==> config.mk <==
export PLATFORM = sky130hd
export DESIGN_NAME = seg7_scan_driver
export DESIGN_NICKNAME = d
export VERILOG_FILES = /design/src/rtl/seg7_scan_driver.sv
export SDC_FILE = /design/constraint.sdc
export NUM_CORES = 1
export LEC_CHECK = 0
export ABC_CLOCK_PERIOD_IN_PS = 3700
export BUFFER_PORTS_ARGS = -buffer_cell sky130_fd_sc_hd__buf_2
export CORE_MARGIN = 3
export CORE_UTILIZATION = 24
export DETAILED_ROUTE_END_ITERATION = 10
export PLACE_DENSITY = 0.39
export SYNTH_ARGS = -nofsm -noshare
export SYNTH_HDL_FRONTEND = slang
export SYNTH_SLANG_ARGS = --single-unit
==> constraint.sdc <==
create_clock -name clk -period 3.7 [get_ports clk]
set_input_delay 0.185 -clock clk [delete_from_list [all_inputs] [get_ports clk]]
set_output_delay 0.185 -clock clk [all_outputs]
set_load 0.05 [all_outputs]
==> src/rtl/seg7_scan_driver.sv <==
// -----------------------------------------------------------------------------
// seg7_scan_driver
//   Time-multiplexed multi-digit 7-segment driver for the garage occupancy and
//   free-space counters. A binary value captured on a load strobe is converted
//   to BCD one bit per clock (shift-add-3). The display register is updated in
//   one step when the conversion finishes. DIGITS common-anode digits are
//   scanned through a shared active-low segment bus. Extra features: overflow
//   dashes, blanking, and optional leading-zero suppression.
//
//   Optional feature macro: SEG7_LEADING_ZERO_BLANK_EN
//     When it is defined, a digit above the most significant non-zero digit
//     stays dark during its slot. Digit 0 is always shown, and suppression is
//     disabled while the overflow dashes are displayed.
//
// Ports
//   clk    in   1        single clock, rising edge
//   rst_n  in   1        asynchronous active-low reset
//   value  in   VALUE_W  unsigned binary to display, sampled on accepted load
//   load   in   1        one-cycle capture strobe
//   blank  in   1        level, forces the display dark while high
//   seg_n  out  7        segments a..g at bits 6..0, active-low
//   dig_n  out  DIGITS   one-hot digit enables, active-low, bit 0 = LS digit
//   busy   out  1        conversion in progress
//   ovf    out  1        displayed value exceeds 10^DIGITS-1
// -----------------------------------------------------------------------------
module seg7_scan_driver #(
  parameter int DIGITS  = 2,
  parameter int VALUE_W = 7,
  parameter int CLK_DIV = 50000
) (
  input  logic               clk,
  input  logic               rst_n,
  input  logic [VALUE_W-1:0] value,
  input  logic               load,
  input  logic               blank,
  output logic [6:0]         seg_n,
  output logic [DIGITS-1:0]  dig_n,
  output logic               busy,
  output logic               ovf
);

  // BCD digits needed for 2^VALUE_W-1 is floor(VALUE_W*log10(2))+1. The
  // register is never narrower than DIGITS, so the overflow compare sees the
  // full value.
  localparam int BCD_MIN = (VALUE_W * 30103) / 100000 + 1;
  localparam int BCD_N   = (BCD_MIN > DIGITS) ? BCD_MIN : DIGITS;
  localparam int BCD_W   = 4 * BCD_N;
  localparam int SH_W    = BCD_W + VALUE_W;
  localparam int DISP_W  = 4 * DIGITS;
  localparam int CNT_W   = $clog2(VALUE_W + 1);
  localparam int PS_W    = $clog2(CLK_DIV);
  localparam int IDX_W   = (DIGITS > 1) ? $clog2(DIGITS) : 1;
  localparam logic [31:0] MAX_DISP = 32'(10 ** DIGITS - 1);

  localparam logic [1:0] S_IDLE   = 2'd0;
  localparam logic [1:0] S_SHIFT  = 2'd1;
  localparam logic [1:0] S_COMMIT = 2'd2;

  logic [1:0]         r_state;
  logic [CNT_W-1:0]   r_cnt;
  logic [SH_W-1:0]    r_sh;
  logic               r_ovf_next;
  logic               r_pend_vld;
  logic [VALUE_W-1:0] r_pend_val;
  logic [DISP_W-1:0]  r_disp;
  logic               r_ovf;
  logic [PS_W-1:0]    r_presc;
  logic [IDX_W-1:0]   r_idx;
  logic [6:0]         r_seg;
  logic [DIGITS-1:0]  r_dig;

  logic               w_start;
  logic [VALUE_W-1:0] w_start_val;
  logic [3:0]         w_nib;
  logic [DIGITS-1:0]  w_dig_sel;
  logic [DIGITS-1:0]  w_show;

  // Adds 3 to every BCD nibble that is >= 5 (pre-correction before a shift).
  function automatic logic [BCD_W-1:0] f_add3(input logic [BCD_W-1:0] bcd);
    logic [BCD_W-1:0] res;
    res = bcd;
    for (int i = 0; i < BCD_N; i++) begin
      if (res[i*4 +: 4] >= 4'd5) res[i*4 +: 4] = res[i*4 +: 4] + 4'd3;
    end
    return res;
  endfunction

  // One double-dabble iteration: the BCD part is corrected, then the whole
  // {bcd, binary} register shifts left by one bit.
  function automatic logic [SH_W-1:0] f_step(input logic [SH_W-1:0] sh);
    logic [SH_W-1:0] tmp;
    tmp = {f_add3(sh[SH_W-1:VALUE_W]), sh[VALUE_W-1:0]};
    return {tmp[SH_W-2:0], 1'b0};
  endfunction

  function automatic logic f_ovf(input logic [VALUE_W-1:0] v);
    return ({{(32-VALUE_W){1'b0}}, v} > MAX_DISP);
  endfunction

  function automatic logic [6:0] f_seg(input logic [3:0] nib);
    case (nib)
      4'd0:    return 7'b0000001;
      4'd1:    return 7'b1001111;
      4'd2:    return 7'b0010010;
      4'd3:    return 7'b0000110;
      4'd4:    return 7'b1001100;
      4'd5:    return 7'b0100100;
      4'd6:    return 7'b0100000;
      4'd7:    return 7'b0001111;
      4'd8:    return 7'b0000000;
      4'd9:    return 7'b0000100;
      default: return 7'b1111111;
    endcase
  endfunction

  // A conversion starts from IDLE on a load. It also starts straight out of
  // COMMIT when a load arrives in that cycle or one is pending. A load in the
  // same cycle is newer than the pending value, so it takes priority.
  always_comb begin
    w_start     = 1'b0;
    w_start_val = value;
    if (r_state == S_IDLE) begin
      w_start = load;
    end else if (r_state == S_COMMIT) begin
      w_start     = load | r_pend_vld;
      w_start_val = load ? value : r_pend_val;
    end
  end

  // Conversion datapath: no reset is needed because r_sh and r_ovf_next are
  // always written at the start of a conversion before they are read.
  always_ff @(posedge clk) begin
    if (w_start) begin
      r_sh       <= {{BCD_W{1'b0}}, w_start_val};
      r_ovf_next <= f_ovf(w_start_val);
    end else if (r_state == S_SHIFT) begin
      r_sh <= f_step(r_sh);
    end
    if (load && (r_state != S_IDLE)) r_pend_val <= value;
  end

  // Select the nibble and the one-hot digit enable for the current scan index.
  always_comb begin
    w_nib     = 4'd0;
    w_dig_sel = '1;
    for (int i = 0; i < DIGITS; i++) begin
      if (r_idx == IDX_W'(i)) begin
        w_nib        = r_disp[i*4 +: 4];
        w_dig_sel[i] = 1'b0;
      end
    end
  end

`ifdef SEG7_LEADING_ZERO_BLANK_EN
  // Scan from the MS digit downward. A digit is shown once any digit at or
  // above it is non-zero.
  always_comb begin
    logic nz;
    nz     = 1'b0;
    w_show = '0;
    for (int i = DIGITS - 1; i >= 0; i--) begin
      nz        = nz | (r_disp[i*4 +: 4] != 4'd0);
      w_show[i] = nz | (i == 0) | r_ovf;
    end
  end
`else
  assign w_show = '1;
`endif

  always_ff @(posedge clk or negedge rst_n) begin
    if (!rst_n) begin
      r_state    <= S_IDLE;
      r_cnt      <= '0;
      r_pend_vld <= 1'b0;
      r_disp     <= '0;
      r_ovf      <= 1'b0;
      r_presc    <= '0;
      r_idx      <= '0;
      r_seg      <= 7'b1111111;
      r_dig      <= '1;
    end else begin
      case (r_state)
        S_IDLE: begin
          if (load) begin
            r_state <= S_SHIFT;
            r_cnt   <= '0;
          end
        end
        S_SHIFT: begin
          r_cnt <= r_cnt + 1'b1;
          if (r_cnt == CNT_W'(VALUE_W - 1)) r_state <= S_COMMIT;
        end
        S_COMMIT: begin
          r_disp <= r_sh[VALUE_W +: DISP_W];
          r_ovf  <= r_ovf_next;
          if (w_start) begin
            r_state <= S_SHIFT;
            r_cnt   <= '0;
          end else begin
            r_state <= S_IDLE;
          end
        end
        default: r_state <= S_IDLE;
      endcase

      // A load in COMMIT is used directly. A load in SHIFT is kept for later,
      // and a newer one replaces an older one.
      if (r_state == S_COMMIT) r_pend_vld <= 1'b0;
      else if (load && (r_state != S_IDLE)) r_pend_vld <= 1'b1;

      // Scan prescaler and digit index run freely, whatever busy and blank are.
      if (r_presc == PS_W'(CLK_DIV - 1)) begin
        r_presc <= '0;
        r_idx   <= (r_idx == IDX_W'(DIGITS - 1)) ? '0 : r_idx + 1'b1;
      end else begin
        r_presc <= r_presc + 1'b1;
      end

      if (blank) begin
        r_seg <= 7'b1111111;
        r_dig <= '1;
      end else begin
        r_seg <= r_ovf ? 7'b1111110 : f_seg(w_nib);
        r_dig <= w_dig_sel | ~w_show;
      end
    end
  end

  assign seg_n = r_seg;
  assign dig_n = r_dig;
  assign busy  = (r_state != S_IDLE);
  assign ovf   = r_ovf;

endmodule

Word-level counts from Yosys, hierarchy flattened --
Memories as Yosys holds them, arrays and structs flattened. Index checks and enable logic that the tools add are counted.
Word-level totals: ROM bits 112, memories kept 1, latch bits 0, flip-flop bits (word level) 68, RAM bits 0, input port bits 11, output and inout bits 11
Operators by class: bitwise gates (word level) 1, div/mod/pow operators 0, equality and inequality tests 7, $add $sub $neg 6, reduce and logical (&&, ||, !) cells 8, multipliers 0, shift-type cells 0, order comparisons 4, mux-type cells 27
Memory list:
- (no name shown) | words 16, bits a word 7, read ports 1, clocked after memory_dff 0, wr ports 0, line 101 | case (nib)
Operator list (number):
- 2-to-1 mux 7 bit | 7
- adder 16 x 1 -> 16 bit, second input constant | 1
- equality test 16 bit, second input constant | 1
- 2-to-1 mux 16 bit | 1
- >= comparator 4 x 3 -> 1 bit, second input constant | 3
- 2-to-1 mux 4 bit | 3
- 2-to-1 mux 3 bit | 3
- case mux 3 bit (3 select lines) | 1
- adder 4 x 2 -> 4 bit, second input constant | 2
- 2-to-1 mux 1 bit | 8
- greater-than comparator 7 bit, second input constant | 1
- 2-to-1 mux 2 bit | 3
- case mux 2 bit (3 select lines) | 1
- nonzero test 2 bit | 3
- inequality test 2 bit, second input constant | 2
- adder 3 x 1 -> 3 bit, second input constant | 1
- adder 3 x 2 -> 3 bit, second input constant | 1
- equality test 3 bit, second input constant | 1
- AND reduction 3 bit | 1
- nonzero test 3 bit | 1
- equality test 2 x 1 -> 1 bit, second input constant | 1
- equality test 2 bit, second input constant | 1
- logical NOT 2 bit | 1
- inequality test 2 x 1 -> 1 bit, second input constant | 1
- 4 further kinds | 4

Longest topological paths before layout --
depth after elaboration 5, depth in mapped cells 7, gate-level depth less buffers 6

Worst setup path before layout --
OpenSTA, ideal clock, no wires.
kind register to register, start point register r_presc[7], end point register r_presc[9], setup slack 1.816 ns, cell stages (with the launch flop) 5, arrival 1.760 ns, library setup time 0.124 ns, path through dfrtp_1 > or4b_4 > nor4_4 > a31oi_1 > a211o_1
Between the ends: word-level cells in the longest chain between the ends 2, elaborated cells between the ends (all ways) 3, classes of those cells add/sub (1); eq/ne (1); mux (1)
Ends and longest elaborated chain:
- start: declaration | line 67 | logic [PS_W-1:0] r_presc;
- start signal: assignment | line 216 | r_presc <= r_presc + 1'b1;
- adder 16 x 1 -> 16 bit or equality test 16 bit (tied branches) | line 216, 212
- 2-to-1 mux 16 bit (*) | line 212 | if (r_presc == PS_W'(CLK_DIV - 1)) begin
Every way passes the cells marked *; elsewhere a longest branch is shown, timed or not. A chain may end at the register's enable or synchronous reset.

Worst setup path in the final report --
start point register r_idx, end point register r_seg[3] (netlist: seg_n[3])
Between the ends: word-level cells in the longest chain between the ends 4
Ends and longest elaborated chain:
- start: declaration | line 68 | logic [IDX_W-1:0] r_idx;
- start signal: assignment | line 214 | r_idx <= (r_idx == IDX_W'(DIGITS - 1)) ? '0 : r_idx + 1'b1;
- 2-to-1 mux 4 bit | line 147 | if (r_idx == IDX_W'(i)) begin
- memory (16 x 7 bit)
- 2-to-1 mux 7 bit | line 223 | r_seg <= r_ovf ? 7'b1111110 : f_seg(w_nib);
- 2-to-1 mux 7 bit | line 219 | if (blank) begin
- end signal: assignment | line 223
- end: declaration | line 69 | logic [6:0] r_seg;
Every way passes these cells.

==> metrics <==
run status finished, final reports clean; endpoints failing hold 0; pin slew with the least headroom to its limit 0.916 ns; post-synthesis mux area share 6.75%; Core Region 11800 µm²; Yosys reg bits 64; Clock Power Share 29.8%; count of pins over their slew limit 0; CTS Buf Count 9; Placed Area 3240 µm²; total gr overflow 0; post-route cell area 3530 µm²; setup bufs post-CTS 0; Syn Area/Cell 11.1 µm²; setup TNS 0 ns; Die Wd 117 µm; Post-synth EDFFs 15; largest family of logic cells by synthesized area simple AND/OR/NAND/NOR gates; sequential share of the synthesized area 55.6%; Distinct cells, synth 41; via count 1937; worst stage delay on the critical path 0.73 ns; initial antenna violation count 0; first-pass GRT wire length 9780 µm; Post-synth top cells 32 x dfrtp_1, 31 x o21ai_0, 24 x nand2_1; Ant. Diodes 0; WL/cell 12.4 µm; vias in the first global route 1916; clk buf depth 2; PortBufs 21; Highest Clock Rate 473 MHz; top post-synthesis cells by area dfrtp_1 27%, edfxtp_1 15%, dfstp_2 8.0%; GP Congestion 0.708; switching share of power 34.7%; GRT Total Usage 9.47%; CTS Root Cell clkbuf_16; clock-pin slew on the worst setup and hold paths 0.05 ns; CTS tree yes; ratio of cells with drive above 1 in the final layout 20.7%; worst hold path type primary input to async pin; clk_lat worst skew 0.32 ns; die area 13700 µm²; CP max FO 11; cell with the most instances after synthesis dfrtp_1; FP Rows 39; worst path buffer plus inverter count 0; Net Sw Power 0.923 mW; maximum vdd drop 0.214 mV; cell taking the most area after synthesis dfrtp_1; Synth Area in Compound Gates 8.61%; # hold bufs at CTS 0; Area Growth Syn to Fin 19.1%; initial drt markers 121; CP max-delay cell mux2i_1; Final ANT Viol Nets 0; Post-synth ARST share 64.1%; Synth Instances 266; Worst Path Required 3.92 ns; Tmin final 2.11 ns; Layout fillers 1219; Power Internal 1.74 mW; Max Cap Violations 0; TritonCTS sink count 64; DR vias/cell 4.23; DRC Markers 0; Simple-Gate Fraction of Synth Area 16.2%; setup violators final 0; clock skew 0.00348 ns; I/O pin count 22; sequential power share 40.3%; Final period util 57.1%; Initial Util 25.2%; nets 313; CP cell instances mux2i_1, nand2_1, a21boi_0, o21ai_0; routed wire length 5660 µm; Power Dens Cells 755 nW/µm²; post-CTS sizing 0; Comb pwr share 30.0%; CP arrival 2.33 ns; yosys warns 0; crit end category flop; leak pwr 1.51 nW; CP Class flop to flop; Worst path top cell family by delay multiplexers; top-area cell type share of the netlist area 27.0%; hpwl dp 3940 µm; largest net degree at the start of global routing 42; First-pass DRT Iterations 7; H-tree depth 3; Cell Area, Synth 2960 µm²; Synth Flop Type dfrtp_1; Syn Nets 290; RSZ-0062 raised after global routing false; Die Height 117 µm; relative slew slack 38.9%; crit start category flop; post-synthesis adder-cell area fraction 5.49%; Post-Synth XOR/XNOR Area 4.73%
area by class of cell:
class                   instances  area (µm²)  area share (%)
multi-input cells             181        1240            35.1
clock buffers                  13         270            7.66
clock inverters                 3        15.0           0.425
inverters                      11        41.3            1.17
flip-flops and latches         64        1650            46.7
repair buffers                 22         113            3.19
well taps                     164         205            5.81
cells by family after synthesis:
family | count (synthesis)
flops | 64
compound gates | 47
buf+inv | 21
xor+xnor | 16
simple gates | 86
mux | 19
fa+ha+maj | 13
metrics by stage:
stage / power (mW) / hold WS [ns] / worst slack (ns) / utilization [%] / std cells
6_report: 2.66 / 0.00405 / 1.59 / 30.0 / 458
5_1_grt: 2.89 / 0.0458 / 1.23 / 30.0 / 458
4_1_cts: 2.71 / 0.0444 / 1.54 / 30.0 / 458
3_5_place_dp: 1.90 / 0.387 / 1.53 / 27.6 / 442
3_3_place_gp: 1.89 / 0.384 / 1.58 / 27.6 / 442
2_1_floorplan: 1.70 / -0.111 / 1.82 / - / 266
power groups by stage:
stage                     combinational (mW)  sequential [mW]  clock [mW]
after global placement                 0.806             1.08           0
after CTS                              0.813             1.08       0.823
final                                  0.798             1.07       0.793
after global routing                   0.920             1.10       0.865
after floorplan                        0.496             1.20           0
after detailed placement               0.810             1.09           0
cell usage in the layout (no fill, tap or decap), types with 3 or more instances in the layout:
cell type	count
nand2b_1	6
nand2_1	24
nand3_1	16
dfstp_2	9
edfxtp_1	15
dfxtp_1	8
clkinv_2	3
mux2i_1	11
clkbuf_8	3
nand4_1	4
buf_2	21
mux2_2	8
and3_1	4
clkbuf_16	9
inv_1	11
xnor2_1	8
nor2_1	12
ha_1	13
xor2_1	8
dfrtp_1	32
a21oi_1	8
o21ai_0	31
state kept, by name, summed over array words and instances, names as in the netlist:
signal      flops
r_presc        16
r_cnt           3
r_pend_val      7
r_pend_vld      1
r_disp          8
seg_n           7
r_sh           15
r_ovf_next      1
r_idx           1
r_state         2
dig_n           2
ovf             1
final timing paths:
path	from	endpoint	slack, ns	cells after the start
worst max-delay path	r_idx	seg_n[3]	1.59	4
worst min-delay path	rst_n	r_presc[5]	0.004	1
worst max register to register	r_idx	seg_n[3]	1.59	4
worst min register to register	r_sh[6]	r_sh[7]	0.47	2
max in group asynchronous	rst_n	r_presc[13]	3.13	1
min in group clk	value[1]	r_pend_val[1]	0.06	1
routing by layer:
metal	GRT usage [%]	part of all wire, %	vias up
li1	-	-	981
met1	12.3	51	914
met2	13.7	43	29
met3	2.98	3.6	13
met4	5.96	2.5	0
met5	0	0	-
Power figures use the tool's default switching activity.
